$ cat config.mk
export PLATFORM = sky130hd
export DESIGN_NAME = pipeline_sequencer
export DESIGN_NICKNAME = d
export VERILOG_FILES = /design/src/rtl/pipeline_sequencer.sv
export SDC_FILE = /design/constraint.sdc
export NUM_CORES = 1
export LEC_CHECK = 0
export CAP_MARGIN = 10
export CORE_UTILIZATION = 53
export DETAILED_ROUTE_END_ITERATION = 8
export MAX_ROUTING_LAYER = met4
export PLACE_DENSITY = 0.95
export SYNTH_ARGS = -nofsm -noshare
export SYNTH_HDL_FRONTEND = slang
export SYNTH_SLANG_ARGS = --single-unit
$ cat constraint.sdc
create_clock -name i_clk -period 6.35 [get_ports i_clk]
set_input_delay 1.5875 -clock i_clk [delete_from_list [all_inputs] [get_ports i_clk]]
set_output_delay 1.5875 -clock i_clk [all_outputs]
set_load 0.02 [all_outputs]
$ cat src/rtl/pipeline_sequencer.sv
// Central sequencer for the 5-stage in-order core (fetch, decode, exec, mem, write).
// Owns the PC and issues per-stage enable pulses, flush levels and the load
// strobes for the four inter-stage registers. It inserts a one-cycle bubble for
// load-use hazards and squashes fetch/decode on taken jumps. Every output comes
// straight from a register.
module pipeline_sequencer #(
  parameter logic [31:0] RESET_PC = 32'h0000_0000,
  parameter int          CNT_W    = 64
) (
  input  logic             i_clk,
  input  logic             i_rst,
  input  logic [4:0]       i_stage_done,
  input  logic             i_load_use,
  input  logic             i_jump_taken,
  input  logic [31:0]      i_jump_dest,
  output logic [31:0]      o_pc,
  output logic [4:0]       o_stage_en,
  output logic [4:0]       o_stage_flush,
  output logic [3:0]       o_latch,
  output logic             o_stalling,
  output logic [CNT_W-1:0] o_retired
);

  typedef enum logic [0:0] {
    ST_RUN   = 1'b0,
    ST_STALL = 1'b1
  } state_t;

  state_t             r_state;
  state_t             w_state_nxt;
  logic [31:0]        r_pc;
  logic [31:0]        w_pc_nxt;
  logic [4:0]         r_en;
  logic [4:0]         w_en_nxt;
  logic [4:0]         r_flush;
  logic [4:0]         w_flush_nxt;
  logic [3:0]         r_latch;
  logic [3:0]         w_latch_nxt;
  logic [CNT_W-1:0]   r_retired;
  logic [CNT_W-1:0]   w_retired_nxt;

  // A stage's result only counts if that stage was holding a live instruction.
  logic [4:0]         w_avail;
  logic               w_all_done;
  logic [CNT_W-1:0]   w_ret_inc;

  assign w_avail    = i_stage_done & ~r_flush;
  assign w_all_done = &(r_flush | i_stage_done);
  assign w_ret_inc  = {{(CNT_W-1){1'b0}}, w_avail[4]};

  // Next-state and next-output decode; holds everything except strobes until all live stages finish.
  always_comb begin
    w_state_nxt   = r_state;
    w_pc_nxt      = r_pc;
    w_en_nxt      = 5'b00000;
    w_flush_nxt   = r_flush;
    w_latch_nxt   = 4'b0000;
    w_retired_nxt = r_retired;
    if (w_all_done) begin
      // Back half of the pipe always shifts on an advance, whichever front-end case applies.
      w_en_nxt[4:3]    = w_avail[3:2];
      w_flush_nxt[4:3] = ~w_avail[3:2];
      w_latch_nxt[3:2] = 2'b11;
      w_retired_nxt    = r_retired + w_ret_inc;
      case (r_state)
        ST_STALL: begin
          // Bubble done: release the held fetch word and re-run the front end.
          w_state_nxt      = ST_RUN;
          w_pc_nxt         = r_pc + 32'd4;
          w_en_nxt[2:0]    = 3'b111;
          w_flush_nxt[2:0] = 3'b000;
          w_latch_nxt[1:0] = 2'b11;
        end
        ST_RUN: begin
          if (i_load_use && w_avail[2]) begin
            // Keep the fetched word, re-decode with forwarding, bubble into exec.
            w_state_nxt      = ST_STALL;
            w_pc_nxt         = r_pc;
            w_en_nxt[2:0]    = 3'b010;
            w_flush_nxt[2:0] = 3'b100;
            w_latch_nxt[1:0] = 2'b00;
          end else if (i_jump_taken && w_avail[2]) begin
            // Redirect fetch; the two younger slots are wrong-path and get squashed.
            w_state_nxt      = ST_RUN;
            w_pc_nxt         = i_jump_dest;
            w_en_nxt[2:0]    = 3'b001;
            w_flush_nxt[2:0] = 3'b110;
            w_latch_nxt[1:0] = 2'b00;
          end else begin
            // Plain advance: live fetch/decode results move one stage down.
            w_state_nxt      = ST_RUN;
            w_pc_nxt         = r_pc + 32'd4;
            w_en_nxt[2:0]    = {w_avail[1:0], 1'b1};
            w_flush_nxt[2:0] = {~w_avail[1:0], 1'b0};
            w_latch_nxt[1:0] = 2'b11;
          end
        end
        default: begin
          w_state_nxt = ST_RUN;
        end
      endcase
    end else begin
      // Some live stage still busy: no pulses, no strobes, state frozen.
      w_en_nxt    = 5'b00000;
      w_latch_nxt = 4'b0000;
    end
  end

  // State and output registers with synchronous reset to the post-reset fetch pulse.
  always_ff @(posedge i_clk) begin
    if (i_rst) begin
      r_state   <= ST_RUN;
      r_pc      <= RESET_PC;
      r_en      <= 5'b00001;
      r_flush   <= 5'b11110;
      r_latch   <= 4'b0000;
      r_retired <= {CNT_W{1'b0}};
    end else begin
      r_state   <= w_state_nxt;
      r_pc      <= w_pc_nxt;
      r_en      <= w_en_nxt;
      r_flush   <= w_flush_nxt;
      r_latch   <= w_latch_nxt;
      r_retired <= w_retired_nxt;
    end
  end

  assign o_pc          = r_pc;
  assign o_stage_en    = r_en;
  assign o_stage_flush = r_flush;
  assign o_latch       = r_latch;
  assign o_stalling    = (r_state == ST_STALL);
  assign o_retired     = r_retired;

endmodule

==> key figures, run 1 <==
CTS
  • H-tree Lvls: 3
  • Later-pin clock latency in the skew report: around 380 ps
  • CTS Root Cell: clkbuf_8
  • TritonCTS Buffers: 9
  • CTS sink count: 108
  • CTS tree: done
  • Clock transition at the registers of the reported paths: 120 ps
  • Post-CTS Resized: 0
  • Setup Fix Bufs, Post-CTS: 0
  • Hold_buf cts: 0
  • Clk buf depth: 2

Route
  • Number of DRC markers in iteration 0: 600
  • Routed via count: between 6,000 and 7,000
  • Pre-antenna DRT Iters: 5
  • # DRC: 0
  • WL/cell: 17.9 µm
  • Antenna-violating nets left: 0
  • WL final: 17,300 µm
  • Vias per cell: approximately 6.5

Logic synthesis
  • Syn Nets: between 700 and 800
  • Netlist cell types: between 60 and 70
  • Post-synthesis async set-or-reset flop share: 0
  • Cells after synthesis: 696
  • Cell area after synthesis: 5620 µm²
  • EDFF count, synth: 0
  • YS warnings: 0
  • Syn avg cell area: a little over 8 µm²
  • Synth top area share: 0.385
  • Post-synthesis sequential area ratio: 0.385
  • Yosys reg bits: around 110
  • Cell taking the most area after synthesis: dfxtp_1
  • Ys flop type: dfxtp_1
  • Top post-synthesis cells by area: dfxtp_1 38%, a21oi_1 6.6%, o31ai_1 4.8%

Final layout
  • Final instance area: 7310 µm²
  • Layout Cells excl Fill: 965
  • Ant diodes: 0
  • Sequential cell area: 2160 µm²
  • Nets: 868
  • Area added between synthesis and finish: 30.1%
  • Share of cells above drive strength 1: 0.0531
  • Multi-input combinational cell area: about 3100 µm²
  • Fill cell count: 784

Run
  • Max_cap viols: 0

Setup path
  • CP startpoint: i_stage_done[4]
  • Kind of end point of the critical path: register
  • Critical path arrival: 4340 ps
  • Worst endpoint required time: 6670 ps
  • WS Path Type: input port to register
  • Critical Path Fanout Max: 21
  • Worst r2r src: o_retired[2]
  • Worst setup SP type: input port

Floorplanning
  • Die Y: between 100 and 150 µm
  • Chip width: 105 µm
  • FP Rows: 37
  • Core area: 10,300 µm²
  • Starting Density: 0.547
  • I/O pin cnt: 152
  • Die area: 11,000 µm²

Global routing
  • Number of antenna violations at the first check in global routing: 0
  • GRT overflow: 0
  • Vias in the first global route: 5,797
  • Global-route wire length before repair: 28,000 µm
  • All-Layer GR Usage: 0.322
  • Largest net degree at the start of global routing: 69

Timing
  • Hold WS: 517 ps
  • Fmax: 0.249 GHz
  • Final setup fails: 0
  • Min Tclk post-route: 4020 ps
  • Period utilization: 0.634
  • Worst-Margin Slew: 1010 ps
  • TNS Setup: 0 ps
  • Endpoints failing hold: 0
  • RSZ-0062 raised after global routing: no
  • Slew Limit Fails: 0
  • Slew HR: 0.323
  • Skew final: 20.6 ps

Pwr
  • Static leakage: ~0.0022 µW
  • Sw Pwr: 347 µW
  • Pint: 905 µW
  • Sw Ratio: 0.277
  • Pwr dens: between 150 and 200 nW/µm²
  • Clock power frac: 0.328
  • Tot Pwr: 1250 µW
  • VDD IR max: approximately 0.12 mV
  • Comb pwr share: 0.113
  • Reg power frac: 0.560

Place
  • Final GP Congestion: ~0.9
  • Dpl cell area: 7120 µm²
  • Port Buffers: 150
  • Placed insts: around 950
  • Final HPWL DP: 12,300 µm

Min path
  • Min-delay worst type: register to register
  • Hold Path Origin: o_retired[55]

Status
  • Status: completed
[flip-flops by register name (all words and copies together), names as in the netlist]
register	count
o_stalling	1
o_stage_en	5
o_pc	32
o_stage_flush	4
o_latch	2
o_retired	64
[synthesized netlist by cell type, types with 3 or more instances]
cell type,instances
a21oi_1,74
a22oi_1,4
a32oi_1,3
and2_1,7
and3_1,11
and4_1,3
buf_2,5
buf_4,4
clkbuf_1,22
dfxtp_1,108
ha_1,3
inv_1,31
inv_2,3
mux2i_1,3
nand2_1,61
nand3_1,35
nand4_1,36
nor2_1,48
nor2b_1,3
nor3_1,16
nor4_1,14
o211ai_1,3
o21a_1,5
o21ai_0,22
o22ai_1,16
o31a_1,12
o31ai_1,36
or3_1,12
or4_1,36
xnor2_1,11
xor2_1,6
[cell type report]
cell class	instances	area share
Sequential cell	108	0.296
Clock buffer	10	0.0188
Tap cell	136	0.0233
Clock inverter	6	0.00634
Inverter	34	0.0175
Multi-Input combinational cell	518	0.430
Timing Repair Buffer	153	0.208
[critical path, stage by stage]
cell and delay [ps]:
clkdlybuf4s50_1 500, nor2b_1 150, ha_1 240, ha_1 300, nand4_1 660, or4_1 730, a21oi_1 160
[stage by stage]
step	worst slack, ps	util
after floorplan	3110	-
after global placement	2200	0.693
after detailed placement	2010	0.693
after CTS	2390	0.711
after global routing	2100	0.711
final	2330	0.711
[metal layers]
metal | vias up | part of all wire | global-route usage
met1 | 2975 | 0.41 | 0.407
li1 | 2878 | - | -
met2 | 364 | 0.49 | 0.522
met3 | 49 | 0.071 | 0.0343
met4 | 0 | 0.033 | 0.138
met5 | - | 0 | -
[cells in the final DEF (no fill, tap or decap), types with 14 or more instances in the layout]
master,count
or4_1,36
nand2_1,61
o22ai_1,16
clkdlybuf4s50_1,149
nand3_1,35
nand4_1,36
nor3_1,16
dfxtp_1,108
a21oi_1,74
nor2_1,48
o21ai_0,22
o31ai_1,36
nor4_1,14
inv_1,31
[final timing paths]
kind                        end  slack [ps]  depth (start not counted)
hold / removal    o_retired[55]         520                          2
hold reg to reg   o_retired[55]         520                          2
setup / recovery  o_retired[52]        2330                          7
setup reg to reg  o_retired[52]        3540                          5
[cells by family (layout without fill, tap and decap cells)]
kind of cell / Yosys count / after routing / share of synthesized area
fa+ha+maj: 3 / 3 / 0.00668
simple gates: 307 / 307 / 0.312
xor+xnor: 17 / 17 / 0.0265
buf+inv: 70 / 203 / 0.0555
other cells: 1 / 1 / 0.000668
mux: 4 / 4 / 0.00735
flops: 108 / 108 / 0.385
compound gates: 186 / 186 / 0.207
[power by group through the flow]
stage,combinational [µW],sequential [µW],clock [µW]
detailed placement,138,715,0
global route,150,702,439
finish,141,701,410
CTS,139,700,407
floorplan,64.7,724,0
global placement,133,715,0
(Power assumes the default switching activity.)
==> run 2, diff against run 1 <==
- CORE_UTILIZATION: 53 -> 49
- PLACE_DENSITY: 0.95 -> 0.92
- clock period: 6.35 -> 4.2 ns (I/O delays scaled with it)
==> key figures, run 2 (synthesis gave the netlist of run 1 again) <==
Final layout
  • Nets: 875 (+0.81%)
  • Commonest non-fill, non-tap cells in the layout: 149 x clkdlybuf4s50_1, 108 x dfxtp_1, 74 x a21oi_1
  • Layout Cells excl Fill: 975 (+1.0%)
  • Share of cells above drive strength 1: 0.0587 (+0.00561)
  • Most common cell after layout, fill and taps aside: clkdlybuf4s50_1
  • Max reg flops: 64 (unchanged)
  • Ant diodes: 0 (unchanged)
  • Fill cell count: 849 (+8.3%)
  • Final instance area: 7510 µm² (+2.8%)
  • Area added between synthesis and finish: 33.7%

CTS
  • Setup Fix Bufs, Post-CTS: 0 (unchanged)
  • Clk buf depth: 2 (unchanged)
  • Clock transition at the registers of the reported paths: 70 ps (-50 ps)
  • Later-pin clock latency in the skew report: 350 ps (-30 ps)
  • CTS sink count: 108 (unchanged)
  • TritonCTS Buffers: 9 (unchanged)
  • CTS Root Cell: clkbuf_16
  • Post-CTS Resized: 0 (unchanged)
  • H-tree Lvls: 3 (unchanged)
  • CTS tree: done
  • Hold_buf cts: 0 (unchanged)

Timing
  • Endpoints failing hold: 0 (unchanged)
  • Slew Limit Fails: 0 (unchanged)
  • Slew HR: 0.365 (+0.0422)
  • Worst-Margin Slew: 943 ps (-62.8 ps)
  • Fmax: 0.314 GHz
  • Min Tclk post-route: around 3200 ps
  • Skew final: 8.27 ps (-12.3 ps)
  • Period utilization: 0.759
  • Final setup fails: 0 (unchanged)
  • TNS Setup: 0 ps (unchanged)
  • Hold WS: 492 ps (-24.4 ps)
  • RSZ-0062 raised after global routing: no

Floorplanning
  • Die Y: 109 µm (+3.9%)
  • FP Rows: 38 (+2.7%)
  • I/O pin cnt: 152 (unchanged)
  • Starting Density: 0.512 (-0.0351)
  • Core area: 11,000 µm² (+6.9%)
  • Chip width: 109 µm (+3.9%)
  • Die area: 11,900 µm² (+8.0%)

Pwr
  • Pwr dens: 293 nW/µm² (+71%)
  • Static leakage: 0.00235 µW (+4.6%)
  • Tot Pwr: 2200 µW (+76%)
  • VDD IR max: 0.240 mV (+100%)

Route
  • Pre-antenna DRT Iters: 5 (unchanged)
  • # DRC: 0 (unchanged)
  • Antenna-violating nets left: 0 (unchanged)
  • Vias per cell: 6.32 (-2.6%)
  • Routed via count: 6,165 (-1.6%)
  • Number of DRC markers in iteration 0: 520 (-13%)
  • WL final: 16,900 µm (-2.4%)
  • WL/cell: 17.3 µm (-3.4%)

Setup path
  • Slowest CP cell: nor4bb_1
  • Critical path depth: 5 (-2)
  • Worst setup SP type: input port
  • WS Path Type: input port to register
  • FF-to-FF path depth: 5 (unchanged)
  • Worst r2r src: o_retired[39]
  • Worst endpoint required time: 4400 ps (-2270 ps)
  • Kind of end point of the critical path: register
  • Buf/Inv on CP: 1 (unchanged)
  • Setup slack, reg-to-reg: 1670 ps (-1870 ps)
  • Crit-path cells: clkdlybuf4s50_1, nor4bb_1, nor2_1, nand2_1, o21ai_0
  • CP max stage delay: 770 ps (+40 ps)
  • Critical path arrival: 3390 ps (-950 ps)
  • CP startpoint: i_stage_done[2]
  • CP top delay family: simple AND/OR/NAND/NOR gates
  • Worst r2r dst: o_retired[61]
  • Critical Path Fanout Max: 22 (+4.8%)

Global routing
  • Global-route wire length before repair: 26,500 µm (-5.6%)
  • Largest net degree at the start of global routing: 69 (unchanged)
  • Number of antenna violations at the first check in global routing: 0 (unchanged)
  • GRT overflow: 0 (unchanged)
  • Vias in the first global route: 5,427 (-6.4%)
  • All-Layer GR Usage: 0.291 (-0.0301)

Min path
  • Min-Delay Endpoint: o_retired[52]
  • Hold Path Depth: 2 (unchanged)
  • Hold Path Origin: o_retired[52]
  • Min-delay worst type: register to register

Place
  • Dpl cell area: 7190 µm² (+0.98%)
  • Final GP Congestion: 0.931 (+3.7%)
  • Final HPWL DP: 11,500 µm (-6.2%)
  • Port Buffers: 150 (unchanged)
  • Placed insts: 960 (+1.2%)

Status
  • Status: completed

Run
  • Max_cap viols: 0 (unchanged)
run 2: changes by cell type in the layout (fill, tap and decap cells not counted), sizes merged:
cell      before  now
buf            4   11
clkbuf        10   11
bufinv         0    2
clkinvlp       2    0
inv           36   34
run 2: how the worst max path moves through the flow:
stage | endpoint | slack, ps
6_report | o_pc[3] | 1010
5_1_grt | o_pc[10] | 840
4_1_cts | o_retired[34] | 1040
3_5_place_dp | o_pc[7] | 730
3_3_place_gp | o_retired[46] | 820
2_1_floorplan | o_retired[47] | 1500
run 2: final cells by class:
class,instances,area (µm²),area share
clock buffers,11,243,0.0323
inverters,34,128,0.0170
well taps,140,175,0.0233
repair buffers,160,1580,0.211
multi-input cells,518,3140,0.419
flip-flops and latches,108,2160,0.288
clock inverters,4,73.8,0.00983
run 2: layer usage:
| metal | GRT usage | vias to the layer above | wire length (µm) |
|---|---|---|---|
| met2 | 0.445 | 323 | 7930 |
| met1 | 0.373 | 2908 | 7090 |
| met4 | 0.121 | 0 | 493 |
| met3 | 0.0616 | 40 | 1340 |
| met5 | - | - | 0 |
| li1 | - | 2894 | - |
run 2: report_power, final:
part / leakage [µW] / internal, µW / switching [µW]
Combinational: 0.00132 / 96.9 / 121
Sequential: 0.000872 / 1040 / 20.0
Clock: 0.000156 / 537 / 390
Total: 0.00235 / 1670 / 531
run 2: tightest hold or removal path: stages (launching register included):
cell and delay (ps):
dfxtp_1 330, o31ai_1 70, a21oi_1 50
run 2: per-stage QoR:
step                      worst slack [ps]   util
after global placement                 819  0.655
after floorplan                       1500      -
after detailed placement               729  0.655
after CTS                             1040  0.684
final                                 1010  0.684
after global routing                   837  0.684
